<file path="src/rtl/alu_mc_pkg.sv">
// alu_mc_pkg: op codes, FSM state encoding and op classification for alu_mc.
// Optional divider controlled by macro ALU_MC_DIV_EN.
package alu_mc_pkg;

    localparam logic [3:0] ALU_ADD  = 4'b0000;
    localparam logic [3:0] ALU_SUB  = 4'b0001;
    localparam logic [3:0] ALU_OR   = 4'b0010;
    localparam logic [3:0] ALU_SLL  = 4'b0011;
    localparam logic [3:0] ALU_AND  = 4'b0100;
    localparam logic [3:0] ALU_XOR  = 4'b0101;
    localparam logic [3:0] ALU_SRL  = 4'b0110;
    localparam logic [3:0] ALU_SRA  = 4'b0111;
    localparam logic [3:0] ALU_SLT  = 4'b1000;
    localparam logic [3:0] ALU_SLTU = 4'b1001;
    localparam logic [3:0] ALU_MUL  = 4'b1010;
    localparam logic [3:0] ALU_DIVU = 4'b1011;
    localparam logic [3:0] ALU_REMU = 4'b1100;

    typedef enum logic [1:0] {
        IDLE = 2'd0,
        BUSY = 2'd1,
        DONE = 2'd2
    } state_t;

    // Ops routed to the iterative unit; DIVU/REMU only when the divider is built
    function automatic logic is_multicycle(input logic [3:0] op);
`ifdef ALU_MC_DIV_EN
        return (op == ALU_MUL) || (op == ALU_DIVU) || (op == ALU_REMU);
`else
        return (op == ALU_MUL);
`endif
    endfunction

endpackage

</file>
<file path="src/rtl/alu_mc_iter.sv">
// alu_mc_iter: shared iterative shift-add multiplier and restoring divider.
// One step per cycle for WIDTH cycles; o_res_c is the value produced by the
// step in progress, so it is final on the cycle o_done_c is high.
// Divider datapath is built only when ALU_MC_DIV_EN is defined.
module alu_mc_iter
    import alu_mc_pkg::*;
#(
    parameter int unsigned WIDTH = 32
) (
    input  logic             clk,
    input  logic             rst,
    input  logic             i_start,
    input  logic [3:0]       i_op,
    input  logic [WIDTH-1:0] i_a,
    input  logic [WIDTH-1:0] i_b,
    output logic             o_done_c,
    output logic [WIDTH-1:0] o_res_c
);

    localparam int unsigned CW = $clog2(WIDTH);

    // r_mq: multiplier (shifts right) or dividend/quotient (shifts left)
    // r_mcand: multiplicand (shifts left) or divisor
    // r_acc: partial product or partial remainder
    logic             r_busy;
    logic [CW-1:0]    r_cnt;
    logic [WIDTH-1:0] r_acc;
    logic [WIDTH-1:0] r_mcand;
    logic [WIDTH-1:0] r_mq;
    logic [WIDTH-1:0] w_mul_acc;
    logic             w_load;

    assign w_mul_acc = r_acc + (r_mq[0] ? r_mcand : '0);

`ifdef ALU_MC_DIV_EN
    logic             r_div;
    logic             r_rem_sel;
    logic [WIDTH:0]   w_rem_sh;
    logic [WIDTH:0]   w_diff;
    logic             w_ge;
    logic [WIDTH-1:0] w_rem_nxt;
    logic [WIDTH-1:0] w_quo_nxt;

    // Restoring step: shift in next dividend bit, subtract divisor if it fits
    assign w_rem_sh  = {r_acc, r_mq[WIDTH-1]};
    assign w_diff    = w_rem_sh - {1'b0, r_mcand};
    assign w_ge      = ~w_diff[WIDTH];
    assign w_rem_nxt = w_ge ? w_diff[WIDTH-1:0] : w_rem_sh[WIDTH-1:0];
    assign w_quo_nxt = {r_mq[WIDTH-2:0], w_ge};
    assign w_load    = i_start;
    assign o_res_c   = r_div ? (r_rem_sel ? w_rem_nxt : w_quo_nxt) : w_mul_acc;
`else
    assign w_load    = i_start && (i_op == ALU_MUL);
    assign o_res_c   = w_mul_acc;
`endif

    assign o_done_c = r_busy && (r_cnt == '0);

    // Operand load on start, then one iteration step per cycle
    always_ff @(posedge clk) begin
        if (rst) begin
            r_busy  <= 1'b0;
            r_cnt   <= '0;
            r_acc   <= '0;
            r_mcand <= '0;
            r_mq    <= '0;
`ifdef ALU_MC_DIV_EN
            r_div     <= 1'b0;
            r_rem_sel <= 1'b0;
`endif
        end else if (w_load) begin
            r_busy  <= 1'b1;
            r_cnt   <= CW'(WIDTH - 1);
            r_acc   <= '0;
            r_mcand <= i_b;
            r_mq    <= i_a;
`ifdef ALU_MC_DIV_EN
            r_div     <= (i_op == ALU_DIVU) || (i_op == ALU_REMU);
            r_rem_sel <= (i_op == ALU_REMU);
`endif
        end else if (r_busy) begin
`ifdef ALU_MC_DIV_EN
            if (r_div) begin
                r_acc <= w_rem_nxt;
                r_mq  <= w_quo_nxt;
            end else begin
                r_acc   <= w_mul_acc;
                r_mcand <= r_mcand << 1;
                r_mq    <= r_mq >> 1;
            end
`else
            r_acc   <= w_mul_acc;
            r_mcand <= r_mcand << 1;
            r_mq    <= r_mq >> 1;
`endif
            r_cnt <= r_cnt - CW'(1);
            if (r_cnt == '0) begin
                r_busy <= 1'b0;
            end
        end
    end

endmodule

</file>
<file path="src/rtl/alu_mc.sv">
// alu_mc: multi-cycle ALU with valid/ready handshakes on both sides.
// Single-cycle ops finish at the accepting edge; MUL (and DIVU/REMU when
// ALU_MC_DIV_EN is defined) run WIDTH cycles in alu_mc_iter.
module alu_mc
    import alu_mc_pkg::*;
#(
    parameter int unsigned WIDTH = 32
) (
    input  logic             clk,
    input  logic             rst,
    input  logic             in_valid,
    output logic             in_ready,
    input  logic [WIDTH-1:0] src_a,
    input  logic [WIDTH-1:0] src_b,
    input  logic [3:0]       alu_ctrl,
    output logic             out_valid,
    input  logic             out_ready,
    output logic [WIDTH-1:0] result,
    output logic             zero,
    output logic             overflow
);

    localparam int unsigned SHW = $clog2(WIDTH);

    state_t           r_state;
    logic             r_in_ready;
    logic             r_out_valid;
    logic [WIDTH-1:0] r_result;
    logic             r_zero;
    logic             r_ovf;

    logic [WIDTH-1:0] w_sum;
    logic [WIDTH-1:0] w_diff;
    logic [SHW-1:0]   w_shamt;
    logic [WIDTH-1:0] w_sc_res;
    logic             w_sc_ovf;
    logic             w_accept;
    logic             w_multi;
    logic             w_iter_done;
    logic [WIDTH-1:0] w_iter_res;

    assign w_sum    = src_a + src_b;
    assign w_diff   = src_a - src_b;
    assign w_shamt  = src_a[SHW-1:0];
    assign w_accept = in_valid && (r_state == IDLE);
    assign w_multi  = is_multicycle(alu_ctrl);

    // Single-cycle datapath and signed overflow for ADD/SUB
    always_comb begin
        w_sc_res = '0;
        w_sc_ovf = 1'b0;
        case (alu_ctrl)
            ALU_ADD: begin
                w_sc_res = w_sum;
                w_sc_ovf = (src_a[WIDTH-1] == src_b[WIDTH-1]) && (w_sum[WIDTH-1] != src_a[WIDTH-1]);
            end
            ALU_SUB: begin
                w_sc_res = w_diff;
                w_sc_ovf = (src_a[WIDTH-1] != src_b[WIDTH-1]) && (w_diff[WIDTH-1] != src_a[WIDTH-1]);
            end
            ALU_OR:   w_sc_res = src_a | src_b;
            ALU_SLL:  w_sc_res = src_b << w_shamt;
            ALU_AND:  w_sc_res = src_a & src_b;
            ALU_XOR:  w_sc_res = src_a ^ src_b;
            ALU_SRL:  w_sc_res = src_b >> w_shamt;
            ALU_SRA:  w_sc_res = WIDTH'($signed(src_b) >>> w_shamt);
            ALU_SLT:  w_sc_res = WIDTH'($signed(src_a) < $signed(src_b));
            ALU_SLTU: w_sc_res = WIDTH'(src_a < src_b);
            default:  w_sc_res = '0;
        endcase
    end

    alu_mc_iter #(
        .WIDTH (WIDTH)
    ) u_iter (
        .clk      (clk),
        .rst      (rst),
        .i_start  (w_accept && w_multi),
        .i_op     (alu_ctrl),
        .i_a      (src_a),
        .i_b      (src_b),
        .o_done_c (w_iter_done),
        .o_res_c  (w_iter_res)
    );

    // Control FSM with registered handshake outputs and result/flags
    always_ff @(posedge clk) begin
        if (rst) begin
            r_state     <= IDLE;
            r_in_ready  <= 1'b1;
            r_out_valid <= 1'b0;
            r_result    <= '0;
            r_zero      <= 1'b1;
            r_ovf       <= 1'b0;
        end else begin
            case (r_state)
                IDLE: begin
                    if (in_valid) begin
                        r_in_ready <= 1'b0;
                        if (w_multi) begin
                            r_state <= BUSY;
                        end else begin
                            r_state     <= DONE;
                            r_out_valid <= 1'b1;
                            r_result    <= w_sc_res;
                            r_zero      <= (w_sc_res == '0);
                            r_ovf       <= w_sc_ovf;
                        end
                    end
                end
                BUSY: begin
                    if (w_iter_done) begin
                        r_state     <= DONE;
                        r_out_valid <= 1'b1;
                        r_result    <= w_iter_res;
                        r_zero      <= (w_iter_res == '0);
                        r_ovf       <= 1'b0;
                    end
                end
                DONE: begin
                    if (out_ready) begin
                        r_state     <= IDLE;
                        r_out_valid <= 1'b0;
                        r_in_ready  <= 1'b1;
                    end
                end
                default: begin
                    r_state     <= IDLE;
                    r_in_ready  <= 1'b1;
                    r_out_valid <= 1'b0;
                end
            endcase
        end
    end

    assign in_ready  = r_in_ready;
    assign out_valid = r_out_valid;
    assign result    = r_result;
    assign zero      = r_zero;
    assign overflow  = r_ovf;

endmodule

</file>
<file path="config.mk">
export PLATFORM = sky130hd
export DESIGN_NAME = alu_mc
export DESIGN_NICKNAME = d
export VERILOG_FILES = /design/src/rtl/alu_mc_pkg.sv /design/src/rtl/alu_mc_iter.sv /design/src/rtl/alu_mc.sv
export SDC_FILE = /design/constraint.sdc
export NUM_CORES = 1
export LEC_CHECK = 0
export BUFFER_PORTS_ARGS = -buffer_cell sky130_fd_sc_hd__buf_4
export CAP_MARGIN = 20
export CORE_MARGIN = 2
export CORE_UTILIZATION = 58
export CTS_BUF_LIST = sky130_fd_sc_hd__clkbuf_16
export DETAILED_ROUTE_END_ITERATION = 16
export PLACE_DENSITY_LB_ADDON = 0.1
export RECOVER_POWER = 50
export SLEW_MARGIN = 20
export SYNTH_ARGS = -nofsm -noshare
export SYNTH_HDL_FRONTEND = slang
export SYNTH_SLANG_ARGS = --single-unit
</file>
<file path="constraint.sdc">
create_clock -name clk -period 5.51 [get_ports clk]
set_clock_uncertainty 0.2 [all_clocks]
set_input_delay 0.2755 -clock clk [delete_from_list [all_inputs] [get_ports clk]]
set_output_delay 0.2755 -clock clk [all_outputs]
set_load 0.03 [all_outputs]
</file>
==> impl_summary.log <==
INFO  metric relSlewSlack = -67.74%
INFO  metric power_frac_comb = 40.8%
INFO  metric hpwl = 63.13 mm
INFO  metric synth.cell_area = 18070 sq um
INFO  metric final_common_cell = sky130_fd_sc_hd__nor2_1
INFO  metric vias_per_cell = 7.500
INFO  metric timing.setup.critical_path_class = primary input to register
INFO  metric synthCells = 2421
INFO  metric endpoint_worst_hold = u_iter.r_mcand[1]$_SDFFE_PP0P_
INFO  metric numPortBuffers = 107
INFO  metric seq_power_share = 28.5%
INFO  metric r2r_cells = 7
INFO  metric pwr_density_cell = 190.6 nW/um^2
INFO  metric route.final.wire_length = 84.82 mm
INFO  metric initial_core_util = 58.93%
INFO  metric post-layout-total-power = 3.785 mW
INFO  metric timing.critical_path.to_type = register
INFO  metric fin_crit = 5215 ps
INFO  metric violations_in_the_final_reports = capacitance limit, slew limit
INFO  metric setup_repair_after_global_routing_missed_its_margin = false
INFO  metric n_antenna_cell = 0
INFO  metric hold_path.startpoint = src_b[1]
INFO  metric number_of_global_route_vias_before_repair = 20140
INFO  metric hold_path_depth = 3
INFO  metric worstPathArrival = 5330 ps
INFO  metric grtUsageTotal = 50.15%
INFO  metric drtPass1Iterations = 9
INFO  metric dr.first_iter.drc_count = 3640
INFO  metric synth-compound-area-share = 27.61%
INFO  metric largest_family_of_logic_cells_by_synthesized_area = compound AO/OA/AOI/OAI gates
INFO  metric clock-root-buffer = sky130_fd_sc_hd__clkbuf_16
INFO  metric cts_resized = 0
INFO  metric layout_common_cells = 317 x sky130_fd_sc_hd__nor2_1, 166 x sky130_fd_sc_hd__a21oi_1, 156 x sky130_fd_sc_hd__mux2i_1
INFO  metric clock_sinks = 140
INFO  metric synth.distinct_cells = 91
INFO  metric nNetsFinal = 2647
INFO  metric ys_async_sr_fraction = 0%
INFO  metric core-area = 30670 sq um
INFO  metric die_width = 180.5 microns
INFO  metric footprint_of_the_multi_input_gates = 14000 sq um
INFO  metric regToRegSetupSlack = 420 ps
INFO  metric final-hold-violation-count = 0
INFO  metric ctsHtreeMaxLevel = 4
INFO  metric detail-route-antenna-nets = 0
INFO  metric final_layout_size_suffix_gt1_share = 12.03%
INFO  metric global_route_wire_length_before_repair = 125.4 mm
INFO  metric result_of_the_run = finished, violations left
INFO  metric avgSynthCellArea = 7.465 sq um
INFO  metric drcViolationCount = 0
INFO  metric worstMarginPinSlew = 2516 ps
INFO  metric number_of_maximum_capacitance_constraint_violations = 3
INFO  metric p_leak = 7.980 nW
INFO  metric fp.dieH = 180.5 microns
INFO  metric synth_xor_area_share = 2.956%
INFO  metric switching_share = 42.04%
INFO  metric pin_count = 108
INFO  metric placed_area = 19140 sq um
INFO  metric synthesis.yosys.warnings = 0
INFO  metric ys_ff_latch = 140
INFO  metric finalWeightedCongestion = 1.187
INFO  metric vdd_ir_drop_max = 0.2263 mV
INFO  metric n_fill_cell = 2696
INFO  metric synth-seq-area-share = 15.51%
INFO  metric synth_top_flop_cell = sky130_fd_sc_hd__dfxtp_1
INFO  metric clock_tree.buffer_depth = 2
INFO  metric tns = 0 ps
INFO  metric regToRegStartpoint = u_iter.r_busy$_SDFF_PP0_
INFO  metric synth_edf_count = 0
INFO  metric final-seq-area = 2806 sq um
INFO  metric dr_total_vias = 21370
INFO  metric finalMaxSlewViolations = 168
INFO  metric syn_to_final_growth = 9.880%
INFO  metric grt_start_max_net_pins = 113
INFO  metric post-route-period-util = 94.65%
INFO  metric drt-wirelength-per-cell = 29.77 microns
INFO  metric worstSkewPairLatency = 450 ps
INFO  metric synth_mux_area_share = 16.13%
INFO  metric number_of_clock_buffers_inserted_by_tritoncts = 17
INFO  metric number_of_antenna_violations_at_the_first_check_in_global_routing = 0
INFO  metric cp_max_fo = 56
INFO  metric synthAdderAreaFrac = 9.471%
INFO  metric synth_simple_gate_area_share = 20.99%
INFO  metric pwr-share-clk = 30.8%
INFO  metric power_report.internal_total = 2.193 mW
INFO  metric placementRows = 64
INFO  metric class_of_the_tightest_hold_or_removal_check = primary input to register
INFO  metric overflow = 0
INFO  metric net-switching-power = 1.591 mW
INFO  metric destination_of_the_worst_register_to_register_timing_path = result[16]$_SDFFE_PP0P_
INFO  metric mappedNetlistNets = 2628
INFO  metric floorplan.die_area = 32590 sq um
INFO  metric finalCoreUtilization = 64.75%
INFO  metric setup_viol = 0
INFO  metric finish.instance_area = 19860 sq um
INFO  metric cts_tree = done
INFO  metric timing.critical_path.from_type = primary input
INFO  metric cts.reportedPaths.clkPinSlew = 70 ps
INFO  metric clock.fmax = 191.7 MHz
INFO  metric required = 5630 ps
[metal layers]
layer | vias to the layer above | wire, microns | global-route usage (%)
li1 | 9005 | - | -
met1 | 10030 | 31580 | 64.37
met2 | 1867 | 34100 | 71.53
met3 | 459 | 12320 | 16.90
met4 | 2 | 6771 | 32.10
met5 | - | 49 | 1.185
[power groups by stage]
stage	Combinational, mW	Clock (mW)	Sequential (mW)
3_3_place_gp	1.44	0	1.10
3_5_place_dp	1.45	0	1.10
6_report	1.54	1.16	1.08
2_1_floorplan	0.876	0	1.14
4_1_cts	1.47	1.16	1.08
5_1_grt	1.59	1.20	1.08
[worst max-delay path by stage]
| stage | depth (start not counted) | slack [ps] | start | endpoint |
|---|---|---|---|---|
| 2_1_floorplan | 21 | 430 | src_a[0] | zero$_SDFFE_PP1P_ |
| 3_3_place_gp | 13 | 300 | src_a[1] | zero$_SDFFE_PP1P_ |
| 3_5_place_dp | 13 | 310 | src_a[1] | zero$_SDFFE_PP1P_ |
| 4_1_cts | 15 | 750 | u_iter.r_mq[0]$_SDFFE_PP0P_ | zero$_SDFFE_PP1P_ |
| 5_1_grt | 10 | 190 | alu_ctrl[1] | result[16]$_SDFFE_PP0P_ |
| 6_report | 10 | 290 | alu_ctrl[1] | result[16]$_SDFFE_PP0P_ |
[repair_timing]
action                    CTS  global route
hold endpoints to repair   31             0
setup buffers               0             0
hold buffers               30             0
[cells by family (layout without fill, tap and decap cells)]
| kind of cell | after synthesis | after routing |
|---|---|---|
| adder cells (fa/ha/maj) | 135 | 135 |
| XOR/XNOR | 61 | 61 |
| multiplexers | 237 | 237 |
| AO/OA/AOI/OAI | 729 | 729 |
| buffers and inverters | 328 | 360 |
| flip-flops | 140 | 140 |
| AND/OR/NAND/NOR | 791 | 791 |
[registers in the layout, indices dropped and copies added (netlist names)]
name and count:
u_iter.r_acc 32, overflow 1, out_valid 1, result 32
u_iter.r_busy 1, u_iter.r_cnt 5, u_iter.r_mq 32, zero 1
u_iter.r_mcand 32, in_ready 1, r_state 2
[worst max-delay path, stage by stage]
cell and delay, ps:
sky130_fd_sc_hd__clkbuf_1 670, sky130_fd_sc_hd__nor3b_1 480, sky130_fd_sc_hd__a21oi_1 250, sky130_fd_sc_hd__a311o_1 200, sky130_fd_sc_hd__inv_1 100, sky130_fd_sc_hd__nor3_2 150, sky130_fd_sc_hd__clkbuf_1 1810, sky130_fd_sc_hd__o21ai_0 920
sky130_fd_sc_hd__a21oi_1 360, sky130_fd_sc_hd__nor3_1 80
[cell usage after synthesis (all sizes together), types with 43 or more instances]
| cell | n | area share, % |
|---|---|---|
| ha | 132 | 9.1 |
| inv | 115 | 2.4 |
| clkbuf | 151 | 3.1 |
| dfxtp | 140 | 16 |
| nor3 | 64 | 1.8 |
| nor2 | 317 | 6.6 |
| a211oi | 117 | 4.9 |
| o211ai | 43 | 1.8 |
| xnor2 | 45 | 2.2 |
| nand2 | 149 | 3.1 |
| mux2i | 157 | 8.7 |
| o21ai | 110 | 3.0 |
| buf | 62 | 1.8 |
| a21oi | 166 | 4.6 |
[area by class of cell]
type                            instances  area share (%)
Clock buffer                           17           2.142
Clock inverter                         15          0.7057
Inverter                              115           2.174
Multi-Input combinational cell       1953           70.48
Sequential cell                       140           14.13
Tap cell                              396           2.495
Timing Repair Buffer                  213           7.870
[stage by stage]
stage,worst slack [ps],hold slack [ps],std cells
2_1_floorplan,434.8,211.5,2421
3_3_place_gp,299.5,268.3,2787
3_5_place_dp,310.7,260.6,2787
4_1_cts,754.6,10.53,2849
5_1_grt,187.2,19.80,2849
6_report,294.7,24.05,2849
Power figures use the tool's default switching activity.
